===== config.mk =====
export PLATFORM = sky130hd
export DESIGN_NAME = argmax_layer_flat
export DESIGN_NICKNAME = d
export VERILOG_FILES = /design/src/rtl/nn_pkg.sv /design/src/rtl/argmax_layer_if.sv /design/src/rtl/argmax_layer.sv /design/src/flat_wrapper.sv
export SDC_FILE = /design/constraint.sdc
export NUM_CORES = 1
export LEC_CHECK = 0
export CAP_MARGIN = 10
export CORE_MARGIN = 1
export CORE_UTILIZATION = 46
export DETAILED_ROUTE_END_ITERATION = 8
export HOLD_SLACK_MARGIN = 0.15
export PLACE_DENSITY = 0.79
export SLEW_MARGIN = 20
export SYNTH_ARGS = -nofsm -noshare
export SYNTH_HDL_FRONTEND = slang
export SYNTH_SLANG_ARGS = --single-unit

===== constraint.sdc =====
create_clock -name clock -period 3.9 [get_ports clock]
set_input_delay 0.39 -clock clock [delete_from_list [all_inputs] [get_ports clock]]
set_output_delay 0.39 -clock clock [all_outputs]
set_load 0.01 [all_outputs]

===== src/rtl/nn_pkg.sv =====
// Types and helpers shared by the network layers.
package nn_pkg;

   typedef enum logic [1:0] {
      ActNone,
      ActRelu,
      ActSigmoid,
      ActTanh
   } activation_type;

   typedef enum logic [1:0] {
      StIdle,
      StScan,
      StDone
   } argmax_state_t;

   // Width able to address n items, never narrower than one bit.
   function automatic int unsigned index_width(input int unsigned n);
      return (n > 1) ? $clog2(n) : 1;
   endfunction

endpackage


===== src/rtl/argmax_layer_if.sv =====
// Vector-in / result-out bundle of the argmax readout stage.
interface argmax_layer_if
   import nn_pkg::*;
#(
   parameter int unsigned DATA_WIDTH = 32,
   parameter int unsigned NUM_INPUTS = 10
) ();

   localparam int unsigned INDEX_WIDTH = index_width(NUM_INPUTS);

   logic                                   inputs_ready;
   logic [NUM_INPUTS-1:0][DATA_WIDTH-1:0]  inputs;
   logic [INDEX_WIDTH-1:0]                 result_index;
   logic signed [DATA_WIDTH-1:0]           result_value;
   logic                                   result_ready;
   logic                                   busy;

   modport master (
      output inputs_ready, inputs,
      input  result_index, result_value, result_ready, busy
   );

   modport slave (
      input  inputs_ready, inputs,
      output result_index, result_value, result_ready, busy
   );

endinterface


===== src/rtl/argmax_layer.sv =====
// Sequential argmax: captures a vector, scans one element per cycle and
// pulses result_ready with the index/value of the largest signed element.
module argmax_layer
   import nn_pkg::*;
#(
   parameter int unsigned DATA_WIDTH = 32,
   parameter int unsigned NUM_INPUTS = 10
) (
   input  logic          clock,
   input  logic          reset,
   argmax_layer_if.slave bus
);

   localparam int unsigned INDEX_WIDTH = index_width(NUM_INPUTS);

   typedef logic [NUM_INPUTS-1:0][DATA_WIDTH-1:0] vec_t;

   argmax_state_t                state_q, state_d;
   vec_t                         buf_q, buf_d;
   logic [INDEX_WIDTH-1:0]       cnt_q, cnt_d;
   logic [INDEX_WIDTH-1:0]       idx_q, idx_d;
   logic signed [DATA_WIDTH-1:0] val_q, val_d;
   logic                         ready_q, busy_q;
   logic [DATA_WIDTH-1:0]        elem;

   // Element under comparison; index 0 is never scanned, it seeds the maximum.
   always_comb begin
      elem = '0;
      for (int i = 1; i < NUM_INPUTS; i++) begin
         if (cnt_q == INDEX_WIDTH'(i)) elem = buf_q[i];
      end
   end

   always_comb begin
      state_d = state_q;
      buf_d   = buf_q;
      cnt_d   = cnt_q;
      idx_d   = idx_q;
      val_d   = val_q;
      unique case (state_q)
         StIdle: begin
            if (bus.inputs_ready) begin
               buf_d   = bus.inputs;
               val_d   = bus.inputs[0];
               idx_d   = '0;
               cnt_d   = INDEX_WIDTH'(1);
               state_d = (NUM_INPUTS > 1) ? StScan : StDone;
            end
         end
         StScan: begin
            // Strictly greater only, so ties keep the lowest index.
            if ($signed(elem) > val_q) begin
               val_d = elem;
               idx_d = cnt_q;
            end
            cnt_d = cnt_q + INDEX_WIDTH'(1);
            if (cnt_q == INDEX_WIDTH'(NUM_INPUTS - 1)) state_d = StDone;
         end
         StDone:  state_d = StIdle;
         default: state_d = StIdle;
      endcase
   end

   always_ff @(posedge clock or negedge reset) begin
      if (!reset) begin
         state_q <= StIdle;
         buf_q   <= '0;
         cnt_q   <= '0;
         idx_q   <= '0;
         val_q   <= '0;
         ready_q <= 1'b0;
         busy_q  <= 1'b0;
      end else begin
         state_q <= state_d;
         buf_q   <= buf_d;
         cnt_q   <= cnt_d;
         idx_q   <= idx_d;
         val_q   <= val_d;
         ready_q <= (state_d == StDone);
         busy_q  <= (state_d != StIdle);
      end
   end

   assign bus.result_index = idx_q;
   assign bus.result_value = val_q;
   assign bus.result_ready = ready_q;
   assign bus.busy         = busy_q;

endmodule


===== src/flat_wrapper.sv =====
// flat-port wrapper written by rule: the top's interface ports become plain ports
module argmax_layer_flat import nn_pkg::*;
#(
   parameter int unsigned DATA_WIDTH = 32,
   parameter int unsigned NUM_INPUTS = 10
)
  (clock, reset, bus_inputs_ready, bus_inputs, bus_result_index, bus_result_value, bus_result_ready, bus_busy);
  argmax_layer_if #(.DATA_WIDTH(DATA_WIDTH), .NUM_INPUTS(NUM_INPUTS)) bus_i ();
  input  logic clock;
  input  logic reset;
  input wire logic [$bits(bus_i.inputs_ready)-1:0] bus_inputs_ready;
  input wire logic [$bits(bus_i.inputs)-1:0] bus_inputs;
  output wire logic [$bits(bus_i.result_index)-1:0] bus_result_index;
  output wire logic [$bits(bus_i.result_value)-1:0] bus_result_value;
  output wire logic [$bits(bus_i.result_ready)-1:0] bus_result_ready;
  output wire logic [$bits(bus_i.busy)-1:0] bus_busy;
  assign bus_i.inputs_ready = bus_inputs_ready;
  assign bus_i.inputs = bus_inputs;
  assign bus_result_index = bus_i.result_index;
  assign bus_result_value = bus_i.result_value;
  assign bus_result_ready = bus_i.result_ready;
  assign bus_busy = bus_i.busy;
  argmax_layer #(.DATA_WIDTH(DATA_WIDTH), .NUM_INPUTS(NUM_INPUTS)) u_core (.clock(clock), .reset(reset), .bus(bus_i));
endmodule

* Word-level counts from Yosys, hierarchy flattened
Index checks and enable logic that the tools add are counted.
Cells by class: equality and inequality tests 13, reductions and logical operators 6, add/sub/neg operators 1, $lt $le $gt $ge 1, mux-type cells 20
Operator list (count):
- 2-to-1 mux 32 bit | 11
- one-hot mux 32 bit (2 select lines) | 1
- > comparator 32 bit | 1
- equality test 4 x 3 -> 1 bit (second input constant) | 4
- one-hot mux 4 bit (2 select lines) | 2
- 2-to-1 mux 4 bit | 3
- equality test 4 x 2 -> 1 bit (second input constant) | 2
- equality test 4 bit (second input constant) | 2
- adder 4 x 1 -> 4 bit (second input constant) | 1
- equality test 4 x 1 -> 1 bit (second input constant) | 1
- 2-to-1 mux 2 bit | 2
- one-hot mux 2 bit (2 select lines) | 1
- AND reduction 2 bit | 2
- nonzero test 2 bit | 2
- AND reduction 3 bit | 1
- equality test 2 x 1 -> 1 bit (second input constant) | 1
- equality test 2 bit (second input constant) | 1
- zero test 2 bit | 1
- != test 2 x 1 -> 1 bit (second input constant) | 1
- != test 2 bit (second input constant) | 1
Storage, ports and cells: register bits after elaboration 332, word-level logic and storage cells 56, output and inout bits 38, bits of input ports 323

* Logic depth before layout (Yosys ltp)
Gate-level depths: netlist of the first run.
depth in word-level cells 13, mapped depth 20, mapped depth without buffers 17

* Worst setup path before layout of the first run
No wires, ideal clock.
path type reg2reg, start register u_core.cnt_q[1], end register u_core.val_q[0], in the netlist u_core.bus.result_value[0], setup time 0.125 ns, arrival time 3.547 ns, slack 0.228 ns, stages on the path, launching flop included 20, path buffers 3, path through dfrtp_1 -> inv_1 -> ha_1 -> nor2b_1 -> buf_2 -> buf_2 -> a22oi_1 -> o211ai_2 -> o21ai_1 -> a221oi_2 -> ha_1 -> a211oi_1 -> o31a_1 -> o31ai_1 -> a221oi_1 -> o21ai_1 -> xor2_1 -> o21ai_1 -> buf_4 -> mux2_2
On the way: longest elaborated chain between the ends 13
RTL lines:
- from (decl) | line argmax_layer.sv:20 | logic [INDEX_WIDTH-1:0] cnt_q, cnt_d;
- from (signal assigned) | line argmax_layer.sv:76 | cnt_q <= cnt_d;
- equality test 4 x 1 -> 1 bit | line argmax_layer.sv:30 | if (cnt_q == INDEX_WIDTH'(i)) elem = buf_q[i];
- 2-to-1 mux 32 bit (8 in a row) | line argmax_layer.sv:30
- 2-to-1 mux 32 bit (*) | line argmax_layer.sv:30
- > comparator 32 bit | line argmax_layer.sv:52 | if ($signed(elem) > val_q) begin
- != test 2 x 1 -> 1 bit (no line)
- AND reduction 3 bit (no line)
- to (signal assigned) | line argmax_layer.sv:78 | val_q <= val_d;
- to (decl) | line argmax_layer.sv:22 | logic signed [DATA_WIDTH-1:0] val_q, val_d;
Mark *: on every way between the ends. The rest lies on a longest branch, timed or not. The select of a mux whose other input is x is not followed. A chain may end at the register's enable or synchronous reset.

* Final worst setup path of the first run
start register u_core.cnt_q[1], end register u_core.val_q[4], in the netlist u_core.bus.result_value[4]
The elaborated chain is that of the path after synthesis.

==> impl_metrics.yaml, run 1 <==
sta:
  finalCritPeriodShare_pct: 104
  rsz0062_at_grt: "yes"
  maxSlewHeadroom_pct: 47.6
  worst_pin_slew_ns: 0.786
  whs_ns: 0.397
  clock_skew_ns: 0.00929
  period_minus_slack_ns: 4.05
  hold_violations: 0
  fmax_mhz: 247
  fin_ws_ns: -0.148
  drv_slew: 0
  setup_viol: 36
logic_synthesis:
  synth_cells: 1821
  syn_area_um2: 16100
  synth_async_sr_flop_share_pct: 100
  ys_ff_latch: 332
  synth-simple-area-share_pct: 24.1
  ys_seq_area_share_pct: 51.8
  syn_area_per_cell_um2: 8.81
  synthXorXnorAreaFrac_pct: 0.0546
  synth_warnings: 0
  syn_nets: 2180
  synth_cell_types: 44
  synth_top_family_by_area: "simple AND/OR/NAND/NOR gates"
  synth_compound_area_share_pct: 12.5
  synth_mux_area_share_pct: 4.19
  synth_edf_count: 0
  synth_ff_type: "dfrtp_1"
  synth_fa_ha_area_share_pct: 2.81
place:
  dp_slack_ns: -0.366
  placed_cells: 2587
  gp_congestion: 0.930
  place_hpwl_um: 36400
  port_buffers: 360
drt:
  postRouteAntennaNets: 0
  first_pass_iters: 5
  vias: 14281
  avgViaCountPerCell: 5.31
  wl_per_cell_um: 18.9
  finalWirelength_um: 51000
  drt-initial-drc-count: 1067
  drc: 0
critical_path:
  critPathKind: "reg2reg"
  worst_setup_path_start_kind: "register"
  worstPathMaxFanout: 8
  crit_chain: "ha_2 -> or3_4 -> bufbuf_16 -> o211ai_2 -> o21ai_2 -> a221oi_2 -> ha_1 -> o21ai_1 -> o31a_1 -> o31ai_2 -> a221oi_2 -> buf_4 -> o21ai_4 -> xor2_2 -> o21ai_4 -> buf_6 -> buf_12 -> mux2i_1"
  critical_path.slowest_cell: "dfrtp_1"
  critPathArrivalTime_ns: 4.48
  critPathCaptureType: "register"
  cp.required_ns: 4.33
  crit_buf_inv: 4
  slowest_delay_ns: 0.42
  cp_top_family: "compound AO/OA/AOI/OAI gates"
clocking:
  cts.root.buffer_cell: "clkbuf_16"
  cts-buffers-inserted: 37
  htree_levels: 2
  clkTransAtPathRegs_ns: 0.06
  cts_sinks: 332
  clk_latency_ns: 0.52
  clockBufferDepth: 3
  cts_tree: "yes"
pwr:
  power_mw: 21.9
  ir_drop_mv: 0.704
  power.density_nw_per_um2: 980
  total_leakage_power_nw: 11.0
cells_and_area:
  layout-drive-gt1-share_pct: 12.8
  area_delta_synth_final_pct: 39.4
  final_nets: 2565
  layoutNonFillerInstCount: 2690
floorplanning:
  coreArea_um2: 34500
  start_util_pct: 46.6
  core.rowCount: 68
  io_pins: 361
  chipHeight_um: 189
  die_area_um2: 35600
  die_x_um: 189
grt:
  met2_usage_pct: 44.3
  antenna_found_initial: 4
  first_global_vias: 14402
  grt_max_degree: 164
  grt_use_total_pct: 28.3
  grt_most_used_layer: "met2"
  grt_use_met3_pct: 6.33
  globalRouteMet1Util_pct: 39.0
  overflow: 0
  grt_pass1_wl_um: 78400
outcome:
  violations: "negative setup slack"
  status: "finished with violations"
flow_run:
  drv_cap: 0
hold_path:
  hold_class: "in2reg"
## metal layers
layer	up-vias	share of wire, %
li1	6748	-
met1	6851	43
met2	588	46
met3	92	8.6
met4	2	3.2
met5	-	0.024
## cell usage after synthesis, drive strengths merged, types with 29 or more instances
library cell | count | area [um^2]
o21ai | 51 | 255
o211ai | 31 | 383
clkbuf | 75 | 282
nand2b | 30 | 188
mux2i | 65 | 651
o221ai | 29 | 254
inv | 42 | 158
buf | 43 | 288
a221oi | 33 | 477
nor2 | 37 | 139
dfrtp | 332 | 8310
ha | 36 | 450
a22oi | 59 | 443
nand2 | 892 | 3350
## worst register-to-register path: cells and delay by family, from the launching register on
kind / cells / cell delay [ns]
buffers and inverters: 4 / 0.78
adders and majority gates: 2 / 0.51
muxes: 1 / 0.21
xor gates and xnor gates: 1 / 0.16
AOI/OAI and AO/OA: 9 / 1.50
and+or+nand+nor: 1 / 0.36
DFF: 1 / 0.42
## final timing paths
check                                             end  slack [ns]              start  cells past startpoint
max                        u_core.bus.result_value[4]       -0.15    u_core.cnt_q[1]                     18
min                                 u_core.buf_q[149]        0.40    bus_inputs[149]                      3
max reg2reg                u_core.bus.result_value[4]       -0.15    u_core.cnt_q[1]                     18
min reg2reg                         u_core.buf_q[208]        0.46  u_core.buf_q[208]                      2
max in group asynchronous           u_core.buf_q[123]        2.37              reset                      3
min in group asynchronous            u_core.buf_q[40]        0.47              reset                      2
## sequential cells by signal, summed over array words and instances, names as in the netlist
register and flops:
u_core.buf_q 288, u_core.bus.result_value 32, u_core.bus.result_index 4, u_core.cnt_q 4, u_core.state_q 2, u_core.bus.busy 1, u_core.bus.result_ready 1
## where the power goes
group	internal (mW)	switching (mW)
clock network	2.16	1.41
registers	5.14	1.06
logic	6.01	6.15
## area by class of cell
| cell class | count | area (um^2) |
|---|---|---|
| antenna | 3 | 7.51 |
| timing repair buffer | 464 | 4770 |
| inverter | 42 | 160 |
| sequential | 332 | 8310 |
| clock inverter | 13 | 155 |
| tap | 455 | 569 |
| fill | 2720 | 12100 |
| multi-input combinational | 1329 | 7310 |
| clock buffer | 52 | 1090 |
## cells by family after synthesis
group / count (synthesis)
muxes: 67
buffers and inverters: 160
xor gates and xnor gates: 1
adders and majority gates: 36
and+or+nand+nor: 990
AOI/OAI and AO/OA: 235
DFF: 332
## placed cells by master, fill, tap and decap left out, drive strengths merged, types with 29 or more instances in the layout
master,netlist,routed
nand2,892,892
clkbuf,75,53
nand2b,30,30
o211ai,31,31
a221oi,33,33
o21ai,51,51
clkdlybuf4s50,0,359
mux2i,65,65
inv,42,43
dfrtp,332,332
o221ai,29,29
a22oi,59,59
buf,43,102
ha,36,36
nor2,37,37
## per-stage QoR
stage | area (um^2) | TNS (ns) | utilization (%)
finish | 22400 | -3.88 | 64.9
global route | 22400 | -10.44 | 64.9
CTS | 22200 | -3.64 | 64.5
detailed placement | 20500 | -11.74 | 59.4
global placement | 20500 | -7.58 | 59.4
floorplan | 16100 | 0 | -
## what timing repair did
item	4_1_cts	5_1_grt
gates cloned	5	1
hold buffers	1	0
pin swaps	44	37
endpoints found under the hold margin	93	0
endpoints found under the setup margin	36	36
gates resized for setup	45	27
buffers inserted	18	12
No activity file was read; power rests on OpenSTA's default activity.
==> run 2, diff against run 1 <==
MAX_ROUTING_LAYER = met4   (was default)
==> run 2 against run 1 <==
Net effect:
- the run still ends with negative setup slack left
- combinational power grew 3%
- flip-flop and latch count stayed put
- power grew 1.8%
- register-to-register slack worse by 0.07 ns
- routed wire length up 2.1%
- utilization up 0.93 points
- critical path depth is 4 higher
- final cell count rose by 0.22%
- clock-buffer cell count fell by 1
- cell area rose by 1.4%
- first-iteration DRC count shrank 9.1%
- worst setup slack got worse by 0.073 ns
- critical endpoint is now u_core.bus.result_value[1]
==> impl_metrics.yaml, run 2 (synthesis gave the netlist of run 1 again) <==
place:
  placed_cells: 2588
  dp_slack_ns: -0.293
  port_buffers: 360
  gp_congestion: 0.918
  place_hpwl_um: 36200
  postPlaceCellArea_um2: 20500
clocking:
  clockBufferDepth: 3
  htree_levels: 2
  cts-buffers-inserted: 37
  cts_tree: "yes"
  cts_sinks: 332
  clk_latency_ns: 0.52
  cts.root.buffer_cell: "clkbuf_16"
  clkTransAtPathRegs_ns: 0.06
grt:
  overflow: 0
  first_global_vias: 14197
  antenna_found_initial: 4
  grt_use_total_pct: 29.4
  grt_max_degree: 129
  grt_pass1_wl_um: 78700
pwr:
  total_leakage_power_nw: 11.1
  power_mw: 22.3
  power.density_nw_per_um2: 984
  ir_drop_mv: 0.793
critical_path:
  worstPathMaxFanout: 7
  setup.worst_path.start: "u_core.cnt_q[0]"
  r2r_start: "u_core.cnt_q[0]"
  worst-r2r-cell-count: 22
  crit_path_end: "u_core.bus.result_value[1]"
  reg2reg_to: "u_core.bus.result_value[1]"
  cp.required_ns: 4.34
  critPathArrivalTime_ns: 4.56
  worst_setup_path_start_kind: "register"
  critPathCaptureType: "register"
  critPathKind: "reg2reg"
  rrSetupSlack_ns: -0.22
cells_and_area:
  utilization_pct: 65.9
  final_nets: 2573
  area_delta_synth_final_pct: 41.4
  largest_register_ff_count: 288
  layout-drive-gt1-share_pct: 13.9
  mostFrequentLayoutCells: "884 x nand2_1, 359 x clkdlybuf4s50_1, 331 x dfrtp_1"
  layout_commonest_cell: "nand2_1"
  final_cell_area_um2: 22700
  regMostFlops: "u_core.buf_q"
  layoutNonFillerInstCount: 2696
drt:
  finalWirelength_um: 52000
  wl_per_cell_um: 19.3
  maxUsedRoutingLayer: "met4"
  wl_met3_um: 3940
  vias: 14364
  postRouteAntennaNets: 0
  drc: 0
  dr_wl_met2_um: 24100
  drt-initial-drc-count: 970
  wl_met1_um: 22400
  avgViaCountPerCell: 5.33
  first_pass_iters: 5
sta:
  rsz0062_at_grt: "yes"
  maxSlewHeadroom_pct: 46.4
  worst_pin_slew_ns: 0.804
  fmax_mhz: 243
  drv_slew: 0
  period_minus_slack_ns: 4.12
  whs_ns: 0.407
  setup_viol: 36
  finalCritPeriodShare_pct: 106
  fin_ws_ns: -0.221
  hold_violations: 0
  clock_skew_ns: 0.0151
  fin_tns_setup_ns: -5.62
floorplanning:
  start_util_pct: 46.6
  coreArea_um2: 34500
  core.rowCount: 68
  die_area_um2: 35600
  io_pins: 361
  die_x_um: 189
  chipHeight_um: 189
hold_path:
  hold_class: "in2reg"
outcome:
  violations: "negative setup slack"
  status: "finished with violations"
flow_run:
  drv_cap: 0
==> run 2: final cells by class <==
| class | count | area [um^2] |
|---|---|---|
| well taps | 455 | 569 |
| flip-flops and latches | 332 | 8310 |
| fillers | 2787 | 11800 |
| diodes | 4 | 10.0 |
| clock inverters | 11 | 139 |
| inverters | 42 | 160 |
| clock buffers | 51 | 1090 |
| multi-input cells | 1329 | 7450 |
| repair buffers | 472 | 4970 |
==> run 2: report_power, final <==
part           leakage [nW]  switching, mW  internal, mW  total (mW)
clock                 0.605           1.41          2.14        3.55
sequential             4.14           1.07          5.14        6.20
combinational          6.35           6.36          6.22        12.6
==> run 2: routing by layer <==
| layer | up-vias | GRT usage, % |
|---|---|---|
| met2 | 568 | 44.7 |
| li1 | 6764 | - |
| met4 | 0 | 8.93 |
| met1 | 6929 | 39.6 |
| met3 | 103 | 5.85 |
| met5 | - | - |
==> run 2: worst max-delay path, cell delays in order (launching register included) <==
cell      delay, ns
dfrtp_1        0.39
buf_6          0.13
ha_4           0.16
buf_6          0.12
nor3b_4        0.16
buf_6          0.12
buf_12         0.13
buf_8          0.14
a22oi_1        0.23
o211ai_2       0.11
o21ai_1        0.23
a221oi_2       0.16
ha_1           0.22
a21oi_1        0.18
o21ai_2        0.11
a221oi_2       0.29
buf_4          0.19
o21ai_4        0.07
xor2_2         0.16
o21ai_4        0.19
buf_8          0.17
buf_12         0.15
mux2i_4        0.22
==> run 2: what timing repair did <==
item                                    in CTS  in global routing
hold endpoints to repair                    98                  0
pin swaps                                   50                 32
buffers inserted                            25                  7
gates cloned                                 6                  3
gates resized for setup                     74                 34
endpoints found under the setup margin      36                 36
hold buffers                                 1                  0
==> run 2: worst min path at each step <==
stage	startpoint	endpoint	slack (ns)	depth (start not counted)
after detailed placement	u_core.buf_q[210]	u_core.buf_q[210]	0.45	2
after floorplan	reset	u_core.buf_q[100]	0.09	0
after CTS	bus_inputs[168]	u_core.buf_q[168]	0.40	3
after global placement	u_core.buf_q[199]	u_core.buf_q[199]	0.45	2
after global routing	bus_inputs[211]	u_core.buf_q[211]	0.41	3
final	bus_inputs[168]	u_core.buf_q[168]	0.41	3
==> variant: new RTL, flow settings as in run 1 <==
One comparison of `cnt_q` changes from == to >=.
--- a/src/rtl/argmax_layer.sv
+++ b/src/rtl/argmax_layer.sv
@@ -54,7 +54,7 @@
                idx_d = cnt_q;
             end
             cnt_d = cnt_q + INDEX_WIDTH'(1);
-            if (cnt_q == INDEX_WIDTH'(NUM_INPUTS - 1)) state_d = StDone;
+            if (cnt_q >= INDEX_WIDTH'(NUM_INPUTS - 1)) state_d = StDone;
          end
          StDone:  state_d = StIdle;
          default: state_d = StIdle;
Behaviour: same outputs for any inputs over 4 cycles, from zero or initial values and one cycle with reset low; that may be too few to reach the edited logic, so the function may still have changed.
==> variant against run 1 <==
  * Core utilization down 0.81 points
  * First-iteration DRC count down 11%
  * Total power down 3.1%
  * Count of clock-buffer cells in the layout up 6
  * Worst setup slack better by 0.23 ns
  * Synthesized area up 1.7%
  * Sequential cell count unchanged
  * Sequential share of layout area up 0.20 points
  * Die area up 1.7%
  * Sequential power up 2%
  * Cell area down 0.51%
  * Via count down 12%
  * Routed wire length down 3.8%
  * Critical endpoint is now u_core.bus.result_index[2]
  * Largest cell class unchanged
==> variant: results (changes against run 1) <==
stage;metric;value;unit;change
outcome;outcome;complete, no violations;;
detailed_routing;Pre-Repair DR Iteration Count;5;;unchanged
global_route;largest net degree at the start of global routing;139;;-15%
layout;Final Non-Filler Cells;2181;;-19%
synth;ys async rst share;100;%;unchanged
placed_design;RePlAce Congestion;0.853;;-8.2%
setup_path;critical path arrival;4.23;ns;-0.25 ns
detailed_routing;total number of vias;12593;;-12%
clock_network;H-Tree Depth;2;;unchanged
placed_design;dpl cells;2100;;-19%
pwr;static leakage;9.13;nW;-17%
layout;share of layout cells above drive strength 1;26.5;%;+14 points
synth;register area share after synthesis;50.9;%;-0.87 points
setup_path;Crit Path Max Fanout;9;;+1
synth;synth warn;0;;unchanged
timing;clock skew;0.0121;ns;+0.00277 ns
synth;commonest cells in the netlist;dfrtp_1, mux2_2, a21oi_1;;
clock_network;Worst-path clk slew;0.06;ns;about the same
layout;max reg flops;288;;unchanged
placed_design;Setup WS pre-CTS;-0.102;ns;+0.264 ns
timing;Max-slew headroom;40.7;%;-6.9 points
timing;crit path time final;3.82;ns;-0.229 ns
clock_network;Num CTS Buffers;38;;+2.7%
synth;Main synth FF type;dfrtp_1;;
hold_path;Hold Crit Class;in2async;;
synth;top area cells in the synthesized netlist;dfrtp_1, mux2_2, a21oi_1, ha_1, mux2i_1;;
clock_network;clk buf depth;3;;unchanged
synth;number of distinct library cells after synthesis;51;;+16%
clock_network;Clock Latency Late Sink;0.53;ns;
global_route;GRT Util Overall;26.7;%;-1.7 points
setup_path;r2r setup slk;0.08;ns;+0.23 ns
layout;Biggest register;u_core.buf_q;;
global_route;initial antenna violation count;8;;+4
synth;Syn Nets;1708;;-22%
detailed_routing;WL per Instance;22.5;µm;+19%
layout;Fillers;2620;;-3.7%
clock_network;clock root cell;clkbuf_16;;
placed_design;DP Area;20600;µm²;+0.68%
global_route;first-pass GRT wire length;74.0;mm;-5.6%
detailed_routing;Iteration-0 DRC Markers;951;;-11%
synth;Mapped Avg Cell Area;12.1;µm²;+37%
placed_design;placed wire-length estimate;34.5;mm;-5.2%
pwr;peak supply drop;0.648;mV;-7.9%
placed_design;Port Buf Inserts;360;;unchanged
## variant: layer usage
metal	part of all wire, %	wire (µm)	GRT usage (%)
met5	0.047	23	0
met4	3.6	1760	11.0
met3	7.9	3870	6.86
met2	46	22500	41.7
met1	42	20800	35.2
## variant: path summary, 6_finish.rpt
check / from / end / depth (start not counted)
setup / recovery: u_core.cnt_q[0] / u_core.bus.result_index[2] / 19
hold / removal: reset / u_core.buf_q[313] / 2
setup reg to reg: u_core.cnt_q[0] / u_core.bus.result_index[2] / 19
hold reg to reg: u_core.buf_q[276] / u_core.buf_q[276] / 1
max in group asynchronous: reset / u_core.buf_q[298] / 3
min in group clock: bus_inputs[224] / u_core.buf_q[224] / 3
## variant: where the power goes
part	internal, mW	total, mW	switching [mW]
combinational	5.74	11.2	5.44
clock	2.33	3.76	1.43
sequential	5.27	6.31	1.04
total	13.3	21.2	7.91
## variant: critical path, stage by stage (launching register included)
cell and delay [ns]:
dfrtp_1 0.39, buf_4 0.15, ha_2 0.18, nor4b_4 0.12, buf_4 0.17, bufbuf_16 0.27, o2bb2ai_1 0.13, o311a_1 0.14
o21ai_1 0.32, a21oi_1 0.13, ha_1 0.29, nand2_1 0.07, nor2_1 0.05, buf_4 0.14, a311oi_1 0.21, nor3_1 0.07
buf_4 0.17, a31oi_4 0.16, buf_12 0.17, mux2_2 0.34
## variant: logic make-up after synthesis
group	synth area share, %
DFF	50.9
muxes	22.1
buffers and inverters	4.01
and+or+nand+nor	4.84
AOI/OAI and AO/OA	15.4
adders and majority gates	2.76
## variant: cell type report
class	count	area [µm²]	area share, %
Sequential cell	332	8310	37.3
Multi-Input combinational cell	871	7600	34.1
Timing Repair Buffer	412	4310	19.4
Clock buffer	58	1170	5.25
Tap cell	455	569	2.56
Inverter	39	146	0.657
Clock inverter	8	144	0.646
Antenna cell	6	15.0	0.0674
## variant: through the flow
step / util [%] / hold WS (ns)
floorplan: - / 0.0944
global placement: 59.4 / 0.307
detailed placement: 59.4 / 0.309
CTS: 63.5 / 0.336
global route: 64.1 / 0.367
finish: 64.1 / 0.346
## variant: what timing repair did
| item | 4_1_cts | 5_1_grt |
|---|---|---|
| hold buffers | 1 | 0 |
| gates cloned | 2 | 1 |
| pin swaps | 5 | 12 |
| endpoints found under the hold margin | 40 | 0 |
| endpoints found under the setup margin | 35 | 36 |
| buffers inserted | 3 | 2 |
| resized for setup | 10 | 52 |
